## config.mk

```make
export PLATFORM = sky130hd
export DESIGN_NAME = seq_pattern_gen
export DESIGN_NICKNAME = d
export VERILOG_FILES = /design/src/rtl/seq_pattern_gen_pkg.sv /design/src/rtl/seq_pattern_shifter.sv /design/src/rtl/seq_pattern_gen.sv
export SDC_FILE = /design/constraint.sdc
export NUM_CORES = 1
export LEC_CHECK = 0
export BUFFER_PORTS_ARGS = -buffer_cell sky130_fd_sc_hd__buf_4
export CELL_PAD_IN_SITES_DETAIL_PLACEMENT = 0
export CELL_PAD_IN_SITES_GLOBAL_PLACEMENT = 1
export CORE_MARGIN = 3
export CORE_UTILIZATION = 41
export DETAILED_ROUTE_END_ITERATION = 8
export GPL_TIMING_DRIVEN = 0
export PLACE_DENSITY = 0.78
export SYNTH_ARGS = -nofsm -noshare
export SYNTH_HDL_FRONTEND = slang
export SYNTH_SLANG_ARGS = --single-unit
```

## constraint.sdc

```tcl
create_clock -name clk -period 2.99 [get_ports clk]
set_input_delay 0.4485 -clock clk [delete_from_list [all_inputs] [get_ports clk]]
set_output_delay 0.4485 -clock clk [all_outputs]
set_load 0.02 [all_outputs]
```

## src/rtl/seq_pattern_gen_pkg.sv

```systemverilog
// Shared types and helpers for the serial pattern transmitter.
// Holds the FSM state encoding, default widths and the frame length clamp.
package seq_pattern_gen_pkg;

    localparam int PAT_W = 8;
    localparam int LEN_W = $clog2(PAT_W) + 1;

    typedef enum logic [1:0] {
        IDLE,
        SEND,
        PAR,
        GAP
    } state_t;

    // Frame lengths above the pattern width send the whole pattern
    function automatic int clamp_len(input int l, input int w);
        return (l > w) ? w : l;
    endfunction

endpackage

```

## src/rtl/seq_pattern_shifter.sv

```systemverilog
// MSB-first shift register with a remaining-bit counter.
// A load consumes the head bit; the head of sr is always the next bit to send.
module seq_pattern_shifter
    import seq_pattern_gen_pkg::*;
#(
    parameter int W  = PAT_W,
    parameter int LW = LEN_W
) (
    input  logic          clk,
    input  logic          rst,
    input  logic          load,
    input  logic          shift,
    input  logic [W-1:0]  data,
    input  logic [LW-1:0] len,
    output logic          head,
    output logic          last_bit
);

    logic [W-1:0]  sr;
    logic [LW-1:0] cnt;

    // Load an MSB-aligned frame (first bit already taken) or advance one bit
    always_ff @(posedge clk) begin
        if (rst) begin
            sr  <= '0;
            cnt <= '0;
        end else if (load) begin
            sr  <= data << 1;
            cnt <= len - LW'(1);
        end else if (shift) begin
            sr  <= sr << 1;
            cnt <= cnt - LW'(1);
        end
    end

    assign head     = sr[W-1];
    assign last_bit = (cnt == '0);

endmodule

```

## src/rtl/seq_pattern_gen.sv

```systemverilog
// Serial pattern transmitter: repeated MSB-first frames with idle gaps.
// Define SEQ_PATTERN_GEN_PARITY_EN to append an even parity bit per frame.
module seq_pattern_gen
    import seq_pattern_gen_pkg::*;
#(
    parameter int W     = PAT_W,
    parameter int REP_W = 4,
    parameter int GAP_W = 4
) (
    input  logic               clk,
    input  logic               rst,
    input  logic               start,
    input  logic [W-1:0]       pattern,
    input  logic [$clog2(W):0] len,
    input  logic [REP_W-1:0]   reps,
    input  logic [GAP_W-1:0]   gap,
    output logic               x,
    output logic               x_valid,
    output logic               busy,
    output logic               done
);

    localparam int LW = $clog2(W) + 1;

    state_t           state;
    logic [W-1:0]     pat_q;
    logic [W-1:0]     src_pat;
    logic [W-1:0]     aligned;
    logic [LW-1:0]    len_q;
    logic [LW-1:0]    len_c;
    logic [LW-1:0]    src_len;
    logic [REP_W-1:0] rep_cnt;
    logic [GAP_W-1:0] gap_q;
    logic [GAP_W-1:0] gap_cnt;
    logic             par;
    logic             head;
    logic             last_bit;
    logic             shift;
    logic             more;
    logic             to_par;
    logic             frame_end;
    logic             reload;

    assign len_c   = LW'(clamp_len(int'(len), W));
    assign src_pat = (state == IDLE) ? pattern : pat_q;
    assign src_len = (state == IDLE) ? len_c : len_q;
    assign aligned = src_pat << (LW'(W) - src_len);
    assign shift   = (state == SEND) && x_valid && !last_bit;
    assign more    = (rep_cnt > REP_W'(1)) && (len_q != '0);

`ifdef SEQ_PATTERN_GEN_PARITY_EN
    assign to_par    = (state == SEND) && x_valid && last_bit;
    assign frame_end = (state == PAR) || ((state == SEND) && !x_valid);
`else
    assign to_par    = 1'b0;
    assign frame_end = (state == SEND) && (!x_valid || last_bit);
`endif

    // A frame's first bit goes out from start, a gapless repeat or gap expiry
    assign reload = ((state == IDLE) && start && (len_c != '0))
                  || (frame_end && more && (gap_q == '0))
                  || ((state == GAP) && (gap_cnt == GAP_W'(1)));

    seq_pattern_shifter #(
        .W  (W),
        .LW (LW)
    ) u_shifter (
        .clk      (clk),
        .rst      (rst),
        .load     (reload),
        .shift    (shift),
        .data     (aligned),
        .len      (src_len),
        .head     (head),
        .last_bit (last_bit)
    );

    // Frame sequencing FSM with registered serial outputs
    always_ff @(posedge clk) begin
        if (rst) begin
            state   <= IDLE;
            x       <= 1'b0;
            x_valid <= 1'b0;
            busy    <= 1'b0;
            done    <= 1'b0;
            par     <= 1'b0;
            pat_q   <= '0;
            len_q   <= '0;
            rep_cnt <= '0;
            gap_q   <= '0;
            gap_cnt <= '0;
        end else begin
            done <= 1'b0;
            unique case (state)
                IDLE: begin
                    if (start) begin
                        pat_q   <= pattern;
                        len_q   <= len_c;
                        gap_q   <= gap;
                        rep_cnt <= (reps == '0) ? REP_W'(1) : reps;
                        busy    <= 1'b1;
                        x       <= 1'b0;
                        x_valid <= 1'b0;
                        state   <= SEND;
                    end
                end
                SEND: begin
                    if (shift) begin
                        x   <= head;
                        par <= par ^ head;
                    end
                    if (to_par) begin
                        x     <= par;
                        state <= PAR;
                    end
                end
                PAR: begin
                end
                GAP: begin
                    if (gap_cnt != GAP_W'(1))
                        gap_cnt <= gap_cnt - GAP_W'(1);
                end
                default: state <= IDLE;
            endcase

            if (frame_end) begin
                if (more) begin
                    rep_cnt <= rep_cnt - REP_W'(1);
                    if (gap_q != '0) begin
                        state   <= GAP;
                        gap_cnt <= gap_q;
                        x       <= 1'b0;
                        x_valid <= 1'b0;
                    end
                end else begin
                    state   <= IDLE;
                    busy    <= 1'b0;
                    done    <= 1'b1;
                    x       <= 1'b0;
                    x_valid <= 1'b0;
                end
            end

            if (reload) begin
                x       <= aligned[W-1];
                x_valid <= 1'b1;
                par     <= aligned[W-1];
                state   <= SEND;
            end
        end
    end

endmodule
```

; Yosys cells after proc, flatten, opt, wreduce, memory -nomap -nowiden
; Cells that the tools add are included.
[op_classes]
n_addsub = 5
magnitude_cmp = 2
n_eq_ne = 4
n_shift = 1
n_mux = 41
bitwise = 1
reduce_logical = 25
[op_table]
columns = operator, count
row1 = $mux W4, 14
row2 = $mux W8, 3
row3 = $mux W1, 18
row4 = $sub A4 B1 Y4 const B, 4
row5 = $logic_not A4 Y1, 3
row6 = $reduce_bool A4 Y1, 3
row7 = $mux W2, 5
row8 = $logic_and A1 B1 Y1, 9
row9 = $shl A8 B4 Y8, 1
row10 = $eq A4 B1 Y1 const B, 1
row11 = $gt A4 B1 Y1 const B, 1
row12 = $gt A4 B4 Y1 const B, 1
row13 = $ne A4 B1 Y1 const B, 1
row14 = $reduce_or A2 Y1, 2
row15 = $sub A4 B4 Y4 const A, 1
row16 = $logic_or A1 B1 Y1, 3
row17 = $eq A2 B1 Y1 const B, 1
row18 = $eq A2 B2 Y1 const B, 1
row19 = $logic_not A1 Y1, 2
row20 = $logic_not A2 Y1, 1
row21 = $pmux W1 S2, 1
row22 = $reduce_and A2 Y1, 1
row23 = $reduce_bool A2 Y1, 1
row24 = $not A1 Y1, 1
[word_totals]
ff_bits = 41
inputBits = 23
output_inout_bits = 4

; Depth between registers and ports, before layout
[logic_depth]
word_depth = 9
mapped_depth = 13
ltp_nobuf = 13

; By module
; A second synthesis with hierarchy kept.
[hier_totals]
hier_cells = 302
area_unflattened_um2 = 2466.1
[by_module_without_submodules]
columns = module, n_inst, cells_each, area_per_inst_um2, seq_area_each_um2
row1 = seq_pattern_gen, 1, 244, 1873.0, 600.6
row2 = seq_pattern_shifter, 1, 58, 593.1, 220.2

; Least setup slack after synthesis
; OpenSTA, ideal clock, no wires.
[synth_path]
path_type = in2reg
startpoint = input port len[3]
endpoint = register u_shifter.sr[7]
setup_ns = 0.137
arrival_ns = 2.332
setup_slack_ns = 0.520
cell_stages = 8
n_path_buf = 1
path_cell_list = nand2b_1 buf_2 o31a_2 ha_1 xnor2_4 mux4_1 nand2_1 a211oi_1
[synth_between]
elab_chain_len = 7
elab_cells_between_ends = 11
cone_classes = add/sub (1) / order compare (1) / shift (1) / mux (3) / reduce/logical (5)
[synth_rtl]
columns = item, line_no
row1 = start: declaration, seq_pattern_gen.sv:14  ; input logic [$clog2(W):0] len,
row2 = $gt A4 B4 Y1, seq_pattern_gen_pkg.sv:17  ; return (l > w) ? w : l;
row3 = $mux W4 *, seq_pattern_gen_pkg.sv:17
row4 = "parallel branches: the longest is 5 deep, another holds $sub A4 B4 Y4", n/a
row5 = end signal: assignment, seq_pattern_shifter.sv:28  ; sr <= data << 1;
row6 = end signal: assignment, seq_pattern_shifter.sv:31  ; sr <= sr << 1;
row7 = end: declaration, seq_pattern_shifter.sv:19  ; logic [W-1:0] sr;
; Every way passes the cells marked *.
; A chain may end at the register's enable or synchronous reset.

; Worst setup path in the final report
[layout_path]
startpoint = register rep_cnt[0]
endpoint = register u_shifter.cnt[2]
[layout_between]
elab_chain_len = 7
elab_cells_between_ends = 8
cone_classes = order compare (1) / mux (1) / reduce/logical (6)
[layout_rtl]
columns = item, line_no
row1 = start: declaration, seq_pattern_gen.sv:32  ; logic [REP_W-1:0] rep_cnt;
row2 = start signal: assignment, seq_pattern_gen.sv:100  ; rep_cnt <= (reps == '0) ? REP_W'(1) : reps;
row3 = start signal: assignment, seq_pattern_gen.sv:128  ; rep_cnt <= rep_cnt - REP_W'(1);
row4 = $gt A4 B1 Y1 *, seq_pattern_gen.sv:49  ; assign more = (rep_cnt > REP_W'(1)) && (len_q != '0);
row5 = $logic_and A1 B1 Y1 *, seq_pattern_gen.sv:49
row6 = $logic_and A1 B1 Y1 * (2 in series), seq_pattern_gen.sv:61  ; || (frame_end && more && (gap_q == '0))
row7 = $logic_or A1 B1 Y1 *, seq_pattern_gen.sv:61
row8 = $logic_or A1 B1 Y1 *, seq_pattern_gen.sv:62  ; || ((state == GAP) && (gap_cnt == GAP_W'(1)));
row9 = $mux W4 / $reduce_bool A2 Y1 (equally long branches), n/a
row10 = end signal: assignment, seq_pattern_shifter.sv:29  ; cnt <= len - LW'(1);
row11 = end signal: assignment, seq_pattern_shifter.sv:32  ; cnt <= cnt - LW'(1);
row12 = end: declaration, seq_pattern_shifter.sv:20  ; logic [LW-1:0] cnt;
; Mark *: on every way between the ends. The rest lies on a longest branch, timed or not.

==> impl_metrics.toml <==
[power_and_ir_drop]
pwr-share-comb_pct = 30.9
clockPowerShare_pct = 25.5
seq_power_share_pct = 43.5
power_density_nw_per_um2 = 532
leakage_nw = 1.07
finalPower_w = 0.00146
vdd_ir_drop_max_mv = 0.238
p_sw_w = 0.000491
power.internal_w = 0.000972
netSwitchingFraction_pct = 33.6

[floorplan]
die_w_um = 82.1
core.rowCount = 27
die_h_um = 82.1
design.core.area_um2 = 5540
die_area_um2 = 6730
start_util_pct = 42.8
pin_count = 27

[cells_and_area]
n_antenna_cell = 0
layout.nets = 353
syn_to_final_growth_pct = 15.9
post-route-cell-area_um2 = 2750
drive_above_1_share_pct = 16.4
fin_cells = 396

[clock_tree]
root_buffer = "clkbuf_8"
numCtsBuffers = 5
clockBufferDepth = 2
clock_latency_ns = 0.29
post_cts.repair.setup_buffers = 0
clkTransAtPathRegs_ns = 0.08
cts_tree = "built"
cts.sinks = 41
cts_htree_levels = 2

[timing]
tns_ns = 0
fin_crit_ns = 2.68
worstMarginPinSlew_ns = 0.730
maxClockFrequency_ghz = 0.374
clock_skew_ns = 0.00486
setup_ws_ns = 0.313
rsz0062_at_grt = "no"
relSlewSlack_pct = 51.2
hold_viol = 0
drv_slew = 0
setup_viol = 0
period_share_pct = 89.5

[critical_path]
slowest_delay_ns = 0.39
arrival_ns = 2.84
crit_type = "register to register"
end_kind = "register"
reg2reg_slack_ns = 0.31
crit_chain = "inv_1 -> ha_1 -> or2_2 -> a31oi_2 -> a31oi_4 -> inv_1 -> nand2_1 -> o21ai_0 -> ha_1 -> nand2_1 -> xnor2_1 -> a21oi_1 -> nor2_1"
cp-start-kind = "register"
worstPathMaxFanout = 8
cp_slowest_cell = "dfxtp_1"
required_ns = 3.15

[placement]
hpwl_um = 4500
dp_cells = 389
place_congestion = 0.850
place_ws_ns = 0.137
io_buffers = 26
place_area_um2 = 2660

[grt]
grt_pass1_wl_um = 10200
gr-total-overflow = 0
antenna_found_initial = 0
grt_max_degree = 12
grt_pass1_vias = 2061
track_usage_pct = 19.9

[worst_hold_path]
hold_class = "primary input to register"

[logic_synthesis]
synth_flop_cell = "dfxtp_1"
synth.most_common_cell = "nand2_1"
syn-instance-count = 291
ys_ff_latch = 41
synthTopCellsByCount = "nand2_1 (46), dfxtp_1 (41), a21oi_1 (30), nor2_1 (27), a211oi_1 (15)"
post_synth_num_cell_types = 48
synth_area_leaders = "dfxtp_1 (35%), nand2_1 (7.3%), a21oi_1 (6.3%)"
synth_top_cell_by_area = "dfxtp_1"
ys_seq_area_share_pct = 34.6
syn_avg_cell_area_um2 = 8.15
yosysWarnings = 0
synthArstFlopShare_pct = 0
synth_edf_count = 0
synth_top_area_share_pct = 34.6
synth_area_um2 = 2370
syn-num-nets = 320

[routing]
routed_wirelength_um = 6050
drt-pass1-iter-count = 4
drtAntennaViolNets = 0
wl_per_cell_um = 15.3
post-route-drc-count = 0
drt_iter0_markers = 131
dr_total_vias = 2190
routed_via_density = 5.53

[job]
max-cap-violations = 0

[run_status]
status = "completed"
-- power by group through the flow --
| stage | combinational (W) | clock (W) | sequential [W] |
|---|---|---|---|
| 6_report | 0.000453 | 0.000373 | 0.000637 |
| 5_1_grt | 0.000506 | 0.000412 | 0.000645 |
| 4_1_cts | 0.000451 | 0.000382 | 0.000637 |
| 3_5_place_dp | 0.000450 | 0 | 0.000650 |
| 3_3_place_gp | 0.000446 | 0 | 0.000648 |
| 2_1_floorplan | 0.000327 | 0 | 0.000647 |
-- cells in the final DEF, fill, tap and decap left out, drive strengths merged, types with 2 or more instances in the layout --
master,count
a31oi,2
a2111oi,2
o21ai,16
o41ai,2
nor2,28
a32o,2
mux2,2
clkbuf,18
o21a,2
ha,6
a21oi,31
nor4,3
nor3,4
xnor2,5
xor2,2
a22oi,2
a32oi,4
buf,31
inv,7
nand2b,3
nor2b,12
mux2i,12
nor3b,2
nand2,46
o211a,2
dfxtp,41
a211oi,15
nand3,10
-- critical path: cells and delay by family (launching register included) --
| family | cells | cell delay (ns) |
|---|---|---|
| compound gates | 4 | 0.82 |
| simple gates | 4 | 0.51 |
| fa+ha+maj | 2 | 0.46 |
| flops | 1 | 0.39 |
| buf+inv | 2 | 0.23 |
| xor+xnor | 1 | 0.13 |
-- metrics by stage --
step	hold WS [ns]	util (%)
detailed placement	0.447	48.0
CTS	0.393	49.5
global placement	0.441	48.0
floorplan	0.432	-
finish	0.397	49.6
global route	0.390	49.6
-- sequential cells by signal, summed over array words and instances, names as in the netlist --
signal,cells
pat_q,8
gap_q,4
u_shifter.sr,7
x,1
len_q,4
done,1
gap_cnt,4
x_valid,1
state,2
rep_cnt,4
busy,1
u_shifter.cnt,4
-- per-layer routing --
metal / part of all wire [%] / GRT usage [%]
met1: 50 / 28.6
met2: 45 / 29.8
met3: 3.8 / 3.51
met4: 0.64 / 6.48
met5: 0 / 0
-- worst paths after layout --
kind,from,to,cells past startpoint
worst min register to register,pat_q[7]$_SDFFE_PP0P_,pat_q[7]$_SDFFE_PP0P_,2
worst max register to register,rep_cnt[0]$_SDFF_PP0_,u_shifter.cnt[2]$_SDFFE_PP0P_,13
worst max-delay path,rep_cnt[0]$_SDFF_PP0_,u_shifter.cnt[2]$_SDFFE_PP0P_,13
worst min-delay path,gap[1],gap_q[1]$_SDFFE_PP0P_,3
-- repair_timing --
action,in CTS,in global routing
resized for setup,0,1
endpoints found under the setup margin,0,1
hold endpoints to repair,0,0
hold buffers,0,0
-- final cells by class --
type                    instances  area, um2
fillers                       586       2790
multi-input cells             227       1460
flip-flops and latches         41        821
repair buffers                 26        195
well taps                      72       90.1
clock buffers                   7       86.3
plain buffers                  16       70.1
inverters                       7       26.3
-- kinds of logic after synthesis --
logic type | Yosys count | synth area share, %
and+or+nand+nor | 113 | 22.2
DFF | 41 | 34.6
buffers and inverters | 23 | 4.06
xor gates and xnor gates | 7 | 3.38
muxes | 15 | 7.65
adders and majority gates | 6 | 3.16
AOI/OAI and AO/OA | 86 | 25.0
(Power assumes the default switching activity.)
